===== src/rtl/pwm_capture_if.sv =====
// ============================================================================
// Module   : pwm_capture_if
// Brief    : Control and measurement-result bundle of the PWM capture block.
// Revision : 1.0 - initial release
// ============================================================================
`default_nettype none

interface pwm_capture_if #(
  parameter int WIDTH = 12
) ();
  logic             en;
  logic             pwm_in;
  logic [WIDTH-1:0] high_width;
  logic [WIDTH-1:0] period;
  logic             sample_valid;
  logic             timeout;
  logic             glitch;
  logic             line_level;

  // master: the capture block; slave: whoever drives the line and consumes results
  modport master (
    input  en, pwm_in,
    output high_width, period, sample_valid, timeout, glitch, line_level
  );

  modport slave (
    output en, pwm_in,
    input  high_width, period, sample_valid, timeout, glitch, line_level
  );
endinterface : pwm_capture_if

`default_nettype wire


===== src/rtl/pwm_capture.sv =====
// ============================================================================
// Module   : pwm_capture
// Brief    : Measures high time and rise-to-rise period of an async PWM input,
//            flagging lost signal (timeout) and runt pulses (glitch).
// Revision : 1.0 - initial release
// ============================================================================
`default_nettype none

module pwm_capture #(
  parameter int WIDTH    = 12,
  parameter int TIMEOUT  = 4095,
  parameter int MIN_HIGH = 2
) (
  input  wire               clk,
  input  wire               rst_n,
  pwm_capture_if.master     cap
);

  localparam logic [WIDTH-1:0] C_TIMEOUT  = WIDTH'(TIMEOUT);
  localparam logic [WIDTH-1:0] C_MIN_HIGH = WIDTH'(MIN_HIGH);
  localparam logic [WIDTH-1:0] C_ONE      = WIDTH'(1);

  typedef enum logic [1:0] {
    ST_IDLE = 2'd0,
    ST_HIGH = 2'd1,
    ST_LOW  = 2'd2
  } state_t;

  state_t           state_q, state_d;
  logic             s1_q, s2_q, s3_q;
  logic [WIDTH-1:0] hi_cnt_q, hi_cnt_d;
  logic [WIDTH-1:0] per_cnt_q, per_cnt_d;
  logic [WIDTH-1:0] high_width_q, high_width_d;
  logic [WIDTH-1:0] period_q, period_d;
  logic             sample_valid_q, sample_valid_d;
  logic             timeout_q, timeout_d;
  logic             glitch_q, glitch_d;

  logic w_rise, w_fall, w_expired;

  assign w_rise    = s2_q & ~s3_q;
  assign w_fall    = ~s2_q & s3_q;
  assign w_expired = (per_cnt_q == C_TIMEOUT);

  // The synchronizer keeps running while disabled so the edge detector is
  // already primed when capture resumes.
  always_ff @(posedge clk or negedge rst_n) begin
    if (!rst_n) begin
      s1_q <= 1'b0;
      s2_q <= 1'b0;
      s3_q <= 1'b0;
    end else begin
      s1_q <= cap.pwm_in;
      s2_q <= s1_q;
      s3_q <= s2_q;
    end
  end

  always_ff @(posedge clk or negedge rst_n) begin
    if (!rst_n) begin
      state_q        <= ST_IDLE;
      hi_cnt_q       <= '0;
      per_cnt_q      <= '0;
      high_width_q   <= '0;
      period_q       <= '0;
      sample_valid_q <= 1'b0;
      timeout_q      <= 1'b0;
      glitch_q       <= 1'b0;
    end else begin
      state_q        <= state_d;
      hi_cnt_q       <= hi_cnt_d;
      per_cnt_q      <= per_cnt_d;
      high_width_q   <= high_width_d;
      period_q       <= period_d;
      sample_valid_q <= sample_valid_d;
      timeout_q      <= timeout_d;
      glitch_q       <= glitch_d;
    end
  end

  always_comb begin
    state_d        = state_q;
    hi_cnt_d       = hi_cnt_q;
    per_cnt_d      = per_cnt_q;
    high_width_d   = high_width_q;
    period_d       = period_q;
    sample_valid_d = 1'b0;
    timeout_d      = 1'b0;
    glitch_d       = 1'b0;

    if (!cap.en) begin
      state_d   = ST_IDLE;
      hi_cnt_d  = '0;
      per_cnt_d = '0;
    end else begin
      case (state_q)
        ST_IDLE: begin
          if (w_rise) begin
            hi_cnt_d  = C_ONE;
            per_cnt_d = C_ONE;
            state_d   = ST_HIGH;
          end
        end
        ST_HIGH: begin
          if (w_expired) begin
            timeout_d = 1'b1;
            state_d   = ST_IDLE;
            hi_cnt_d  = '0;
            per_cnt_d = '0;
          end else if (w_fall) begin
            if (hi_cnt_q >= C_MIN_HIGH) begin
              per_cnt_d = per_cnt_q + C_ONE;
              state_d   = ST_LOW;
            end else begin
              glitch_d  = 1'b1;
              state_d   = ST_IDLE;
              hi_cnt_d  = '0;
              per_cnt_d = '0;
            end
          end else begin
            hi_cnt_d  = hi_cnt_q + C_ONE;
            per_cnt_d = per_cnt_q + C_ONE;
          end
        end
        ST_LOW: begin
          // A rise on the last allowed cycle still closes a valid period.
          if (w_rise) begin
            high_width_d   = hi_cnt_q;
            period_d       = per_cnt_q;
            sample_valid_d = 1'b1;
            hi_cnt_d       = C_ONE;
            per_cnt_d      = C_ONE;
            state_d        = ST_HIGH;
          end else if (w_expired) begin
            timeout_d = 1'b1;
            state_d   = ST_IDLE;
            hi_cnt_d  = '0;
            per_cnt_d = '0;
          end else begin
            per_cnt_d = per_cnt_q + C_ONE;
          end
        end
        default: begin
          state_d   = ST_IDLE;
          hi_cnt_d  = '0;
          per_cnt_d = '0;
        end
      endcase
    end
  end

  assign cap.high_width   = high_width_q;
  assign cap.period       = period_q;
  assign cap.sample_valid = sample_valid_q;
  assign cap.timeout      = timeout_q;
  assign cap.glitch       = glitch_q;
  assign cap.line_level   = s2_q;

endmodule : pwm_capture

`default_nettype wire


===== src/flat_wrapper.sv =====
// flat-port wrapper written by rule: the top's interface ports become plain ports
module pwm_capture_flat 
#(
  parameter int WIDTH    = 12,
  parameter int TIMEOUT  = 4095,
  parameter int MIN_HIGH = 2
)
  (clk, rst_n, cap_en, cap_pwm_in, cap_high_width, cap_period, cap_sample_valid, cap_timeout, cap_glitch, cap_line_level);
  pwm_capture_if #(.WIDTH(WIDTH)) cap_i ();
  input  wire clk;
  input  wire rst_n;
  input wire logic [$bits(cap_i.en)-1:0] cap_en;
  input wire logic [$bits(cap_i.pwm_in)-1:0] cap_pwm_in;
  output wire logic [$bits(cap_i.high_width)-1:0] cap_high_width;
  output wire logic [$bits(cap_i.period)-1:0] cap_period;
  output wire logic [$bits(cap_i.sample_valid)-1:0] cap_sample_valid;
  output wire logic [$bits(cap_i.timeout)-1:0] cap_timeout;
  output wire logic [$bits(cap_i.glitch)-1:0] cap_glitch;
  output wire logic [$bits(cap_i.line_level)-1:0] cap_line_level;
  assign cap_i.en = cap_en;
  assign cap_i.pwm_in = cap_pwm_in;
  assign cap_high_width = cap_i.high_width;
  assign cap_period = cap_i.period;
  assign cap_sample_valid = cap_i.sample_valid;
  assign cap_timeout = cap_i.timeout;
  assign cap_glitch = cap_i.glitch;
  assign cap_line_level = cap_i.line_level;
  pwm_capture #(.WIDTH(WIDTH), .TIMEOUT(TIMEOUT), .MIN_HIGH(MIN_HIGH)) u_core (.clk(clk), .rst_n(rst_n), .cap(cap_i));
endmodule

===== config.mk =====
export PLATFORM = sky130hd
export DESIGN_NAME = pwm_capture_flat
export DESIGN_NICKNAME = d
export VERILOG_FILES = /design/src/rtl/pwm_capture_if.sv /design/src/rtl/pwm_capture.sv /design/src/flat_wrapper.sv
export SDC_FILE = /design/constraint.sdc
export NUM_CORES = 1
export LEC_CHECK = 0
export CORE_UTILIZATION = 60
export CTS_CLUSTER_DIAMETER = 50
export DETAILED_ROUTE_END_ITERATION = 8
export GPL_TIMING_DRIVEN = 0
export PLACE_DENSITY_LB_ADDON = 0.1
export SLEW_MARGIN = 25
export SYNTH_ARGS = -nofsm -noshare
export SYNTH_HDL_FRONTEND = slang
export SYNTH_SLANG_ARGS = --single-unit

===== constraint.sdc =====
create_clock -name clk -period 4.3 [get_ports clk]
set_input_delay 0.645 -clock clk [delete_from_list [all_inputs] [get_ports clk]]
set_output_delay 0.645 -clock clk [all_outputs]
set_load 0.1 [all_outputs]

# [After elaboration in Yosys (flattened, before gate mapping)]
# Cells that the tools add are included.
[totals] reg_bits=56 in_bits=4 word_cells=64
[op_classes] n_addsub=2 order_cmp=1 n_eq_ne=7 mux=35 n_bitwise=4 reduce_logical=4
[ops] op="$mux W12" count=13
[ops] op="$pmux W12 S3" count=2
[ops] op="$add A12 B1 Y12 const B" count=2
[ops] op="$mux W2" count=7
[ops] op="$eq A12 B12 Y1 const B" count=1
[ops] op="$ge A12 B2 Y1 const B" count=1
[ops] op="$mux W1" count=11
[ops] op="$reduce_and A3 Y1" count=3
[ops] op="$ne A4 B2 Y1 const B" count=2
[ops] op="$pmux W2 S3" count=1
[ops] op="$ne A5 B5 Y1 const B" count=1
[ops] op="$ne A3 B2 Y1 const B" count=1
[ops] op="$and A1 B1 Y1" count=2
[ops] op="$eq A2 B1 Y1 const B" count=1
[ops] op="$eq A2 B2 Y1 const B" count=1
[ops] op="$logic_not A2 Y1" count=1
[ops] op="$not A1 Y1" count=2
[ops] op="$pmux W1 S2" count=1

# [Depth between registers and ports, before layout]
[depth] depth_word=6 ltp_mapped=9

# [Worst setup path before layout]
# Ideal clock, no wire load.
[synth_timing] path_type="register -> register" start="reg u_core.s2_q, in the netlist u_core.cap.line_level" end="reg u_core.hi_cnt_q[5]" setup_ps=140 t_arrival_ps=2319 required_ps=4160 setup_slack_ps=1841 path_stages_with_launch=8 period_less_slack_ps=2459 path_cell_list="dfrtp_1 nand2b_1 nand2_1 a41oi_2 buf_2 buf_1 o41ai_1 a21oi_1"
[synth_via] elab_chain_cells=6
[synth_lines] item="start, declared" line="pwm_capture.sv:30" source="logic s1_q, s2_q, s3_q;"
[synth_lines] item="start signal, assigned" line="pwm_capture.sv:54" source="s2_q <= s1_q;"
[synth_lines] item="$not A1 Y1" line="pwm_capture.sv:42" source="assign w_fall = ~s2_q & s3_q;"
[synth_lines] item="$and A1 B1 Y1" line="pwm_capture.sv:42"
[synth_lines] item="$mux W12" line="pwm_capture.sv:110" source="end else if (w_fall) begin"
[synth_lines] item="$mux W12" line="pwm_capture.sv:105" source="if (w_expired) begin"
[synth_lines] item="$pmux W12 S3" line="pwm_capture.sv:96" source="case (state_q)"
[synth_lines] item="$mux W12" line="pwm_capture.sv:91" source="if (!cap.en) begin"
[synth_lines] item="end signal, assigned" line="pwm_capture.sv:71" source="hi_cnt_q <= hi_cnt_d;"
[synth_lines] item="end, declared" line="pwm_capture.sv:31" source="logic [WIDTH-1:0] hi_cnt_q, hi_cnt_d;"
# Several ways; a longest one is shown, not always the timed one.
# A chain may end at the register's enable or synchronous reset.

# [Worst setup path after layout]
[layout_timing] start="reg u_core.per_cnt_q[0]" end="reg u_core.hi_cnt_q[5]"
[layout_via] elab_chain_cells=4
[layout_lines] item="start, declared" line="pwm_capture.sv:32" source="logic [WIDTH-1:0] per_cnt_q, per_cnt_d;"
[layout_lines] item="start signal, assigned" line="pwm_capture.sv:72" source="per_cnt_q <= per_cnt_d;"
[layout_lines] item="$eq A12 B12 Y1 (*)" line="pwm_capture.sv:43" source="assign w_expired = (per_cnt_q == C_TIMEOUT);"
[layout_lines] item="$mux W12" line="pwm_capture.sv:105"
[layout_lines] item="$pmux W12 S3" line="pwm_capture.sv:96"
[layout_lines] item="$mux W12" line="pwm_capture.sv:91"
# Mark *: on every way between the ends. The rest lies on a longest branch, timed or not.

==> out/summary.txt <==
Rel. slew slack = 0.349
Crit path DAT = 2.78 ns
H-tree depth = 2
Share of cells above drive strength 1 = 0.140
Flop pwr share = 0.493
Detailed Route WL = 5.61 mm
Crit path launch type = flop
CP max FO = 10
Clk sinks = 56
Antenna-violating nets left = 0
CP cell instances = ha_1 > and4_1 > and2_2 > a41oi_2 > buf_2 > buf_1 > o41ai_1 > a21oi_1
Worst reg2reg path depth = 8
Count of pins over their slew limit = 0
Ant. Diodes = 0
Final hold vios = 0
Ports = 32
CTS Buf Count = 5
Detail Placement HPWL = 3.99 mm
Overall routing resource usage = 0.245
Hold Path Sink = u_core.cap.line_level$_DFF_PN0_
Die area = 0.00496 mm2
Worst hold path class = reg2reg
Hold Startpoint = u_core.s1_q$_DFF_PN0_
Clk root buf = clkbuf_8
CTS tree = yes
Vias per cell = 6.25
Postcts setup bufs = 0
Grt total ovfl = 0
Die height = 70.4 um
Hold depth = 0
Minimum clock period = 2.61 ns
Ys Warns = 0
Post-Syn Area = 0.00281 mm2
Fmax achieved = 383 MHz
Worst path slowest cell = dfrtp_1
Max_cap viols = 0
Comb power frac = 0.265
Setup TNS = 0 ns
EDFF count, synth = 0
Clk pwr share = 0.242
Sequential fraction of the synthesis area = 0.499
Reg-to-reg slack, setup = 1.69 ns
Clock slew at reported path FFs = 0.10 ns
Setup violators final = 0
Clk buf depth = 2
WL/cell = 15.6 um
WP data required = 4.47 ns
CP Capture Type = flop
Cell count after placement = 351
Critical Path Max Stage Delay = 0.47 ns
Post-Layout Cell Count = 359
Clock Skew = 0.00939 ns
Post-synth top flop = dfrtp_1
Die span in x = 70.4 um
Resized cells post-CTS = 0
Internal power = 764 uW
Sw power = 408 uW
Netlist cell types = 44
P&R area growth vs syn = 16.1%
Number of synthesized register bits = 56
Ys async rst share = 1.00
Port buffer count = 30
Initial antenna violation count = 0
Power Dens Cells = 359 mW/mm2
Avg Inst Size Synth = 10.4 um2
Worst-Margin Slew = 0.973 ns
Largest net degree at the start of global routing = 57
RR Startpoint = u_core.per_cnt_q[0]$_DFFE_PN0P_
Worst R2R End = u_core.hi_cnt_q[5]$_DFFE_PN0P_
First-pass GRT wire length = 9.76 mm
Post-CTS Hold Buffers = 0
Pleak = 0.00141 uW
Drt drc = 0
Peak VDD IR = 0.000183 V
Routed vias = 2245
Initial cell density of the core = 0.637
Syn Nets = 280
Outcome = complete, no violations
Post-Syn Instances = 269
Most frequent cells in the layout = dfrtp_1 (56), clkdlybuf4s50_1 (29), nand2_1 (21)
Most common cell after layout, fill and taps aside = dfrtp_1
Drt pass-1 iters = 4
Sw Share = 0.348
CP Class = reg2reg
GP Congestion = 0.935
DRT iter0 DRCs = 179
Core Box Area = 0.00441 mm2
RSZ-0062 raised after global routing = false
Vias in the first global route = 2139
Num rows = 24
Nets = 317
Clk_lat worst skew = 0.30 ns
Final worst-path cycle share = 0.607
==> per-stage QoR <==
step / setup slack, ns / total power (uW) / hold WS, ns / utilization / instance area (um2)
CTS: 1.72 / 1180 / 0.368 / 0.739 / 3260
floorplan: 1.84 / 811 / 0.331 / - / 2810
global placement: 0.985 / 889 / 0.332 / 0.719 / 3180
detailed placement: 1.74 / 896 / 0.346 / 0.719 / 3170
global route: 1.49 / 1230 / 0.381 / 0.739 / 3260
finish: 1.69 / 1170 / 0.364 / 0.739 / 3260
==> metal layers <==
metal | vias up | wire length [um] | track usage
li1 | 1079 | - | -
met1 | 1107 | 2490 | 0.322
met2 | 51 | 2860 | 0.413
met3 | 8 | 184 | 0.0404
met4 | 0 | 78 | 0.0822
met5 | - | 0 | 0
==> registers in the layout (all words and copies together), names as in the netlist <==
| name | flops |
|---|---|
| u_core.cap.high_width | 12 |
| u_core.cap.period | 12 |
| u_core.hi_cnt_q | 12 |
| u_core.per_cnt_q | 12 |
| u_core.state_q | 2 |
| u_core.cap.glitch | 1 |
| u_core.cap.line_level | 1 |
| u_core.cap.sample_valid | 1 |
| u_core.cap.timeout | 1 |
| u_core.s1_q | 1 |
| u_core.s3_q | 1 |
==> synth_stat cells (2+ instances only) <==
master	instances	area share
o211ai_1	3	0.0080
dfrtp_1	56	0.50
inv_1	13	0.017
o31ai_1	8	0.021
o21ai_0	6	0.011
nand2_1	21	0.028
nor3_1	3	0.0053
o22ai_1	3	0.0067
a31oi_1	14	0.031
or4_1	8	0.021
nor4_1	4	0.0089
a21oi_1	14	0.025
buf_1	4	0.0053
and3_1	6	0.013
mux2_2	20	0.080
a41oi_2	3	0.017
nand4_1	10	0.022
buf_2	7	0.012
clkbuf_1	3	0.0040
nand2b_1	6	0.013
nor2b_1	2	0.0045
mux2i_1	2	0.0071
nor2_1	9	0.012
buf_6	2	0.0080
ha_1	7	0.031
nand3_1	17	0.030
==> final cells by class <==
type / count / area (um2)
Buffer: 16 / 83.8
Clock buffer: 6 / 72.6
Clock inverter: 2 / 16.3
Fill cell: 329 / 1150
Inverter: 13 / 48.8
Multi-Input combinational cell: 184 / 1280
Sequential cell: 56 / 1400
Tap cell: 52 / 65.1
Timing Repair Buffer: 30 / 298
==> kinds of logic (layout without fill, tap and decap cells) <==
kind of cell               count (synthesis)  count (layout)  synth area share
adders and majority gates                  7               7            0.0312
AOI/OAI and AO/OA                         61              61             0.151
muxes                                     22              22            0.0873
and+or+nand+nor                           94              94             0.184
buffers and inverters                     29              67            0.0472
DFF                                       56              56             0.499
==> worst max-delay path by stage <==
| stage | depth (start not counted) | slack [ns] | end | start |
|---|---|---|---|---|
| global placement | 1 | 0.99 | u_core.hi_cnt_q[0]$_DFFE_PN0P_ | rst_n |
| finish | 8 | 1.69 | u_core.hi_cnt_q[5]$_DFFE_PN0P_ | u_core.per_cnt_q[0]$_DFFE_PN0P_ |
| global route | 8 | 1.49 | u_core.hi_cnt_q[5]$_DFFE_PN0P_ | u_core.per_cnt_q[0]$_DFFE_PN0P_ |
| CTS | 8 | 1.72 | u_core.hi_cnt_q[5]$_DFFE_PN0P_ | u_core.per_cnt_q[0]$_DFFE_PN0P_ |
| detailed placement | 7 | 1.74 | u_core.per_cnt_q[7]$_DFFE_PN0P_ | cap_en |
| floorplan | 7 | 1.84 | u_core.hi_cnt_q[5]$_DFFE_PN0P_ | u_core.cap.line_level$_DFF_PN0_ |
==> critical path: cells and delay by family (launching register included) <==
kind,cells,cell delay (ns)
buffers and inverters,2,0.49
AND/OR/NAND/NOR,2,0.52
AO/OA/AOI/OAI,3,0.74
flip-flops,1,0.47
adder cells (fa/ha/maj),1,0.25
==> power groups by stage <==
stage                     logic (uW)  clock network [uW]  registers [uW]
after floorplan                  199                   0             612
after global placement           303                   0             585
after detailed placement         308                   0             587
after CTS                        310                 289             577
after global routing             344                 309             581
final                            310                 284             578
No activity file was read; power rests on OpenSTA's default activity.
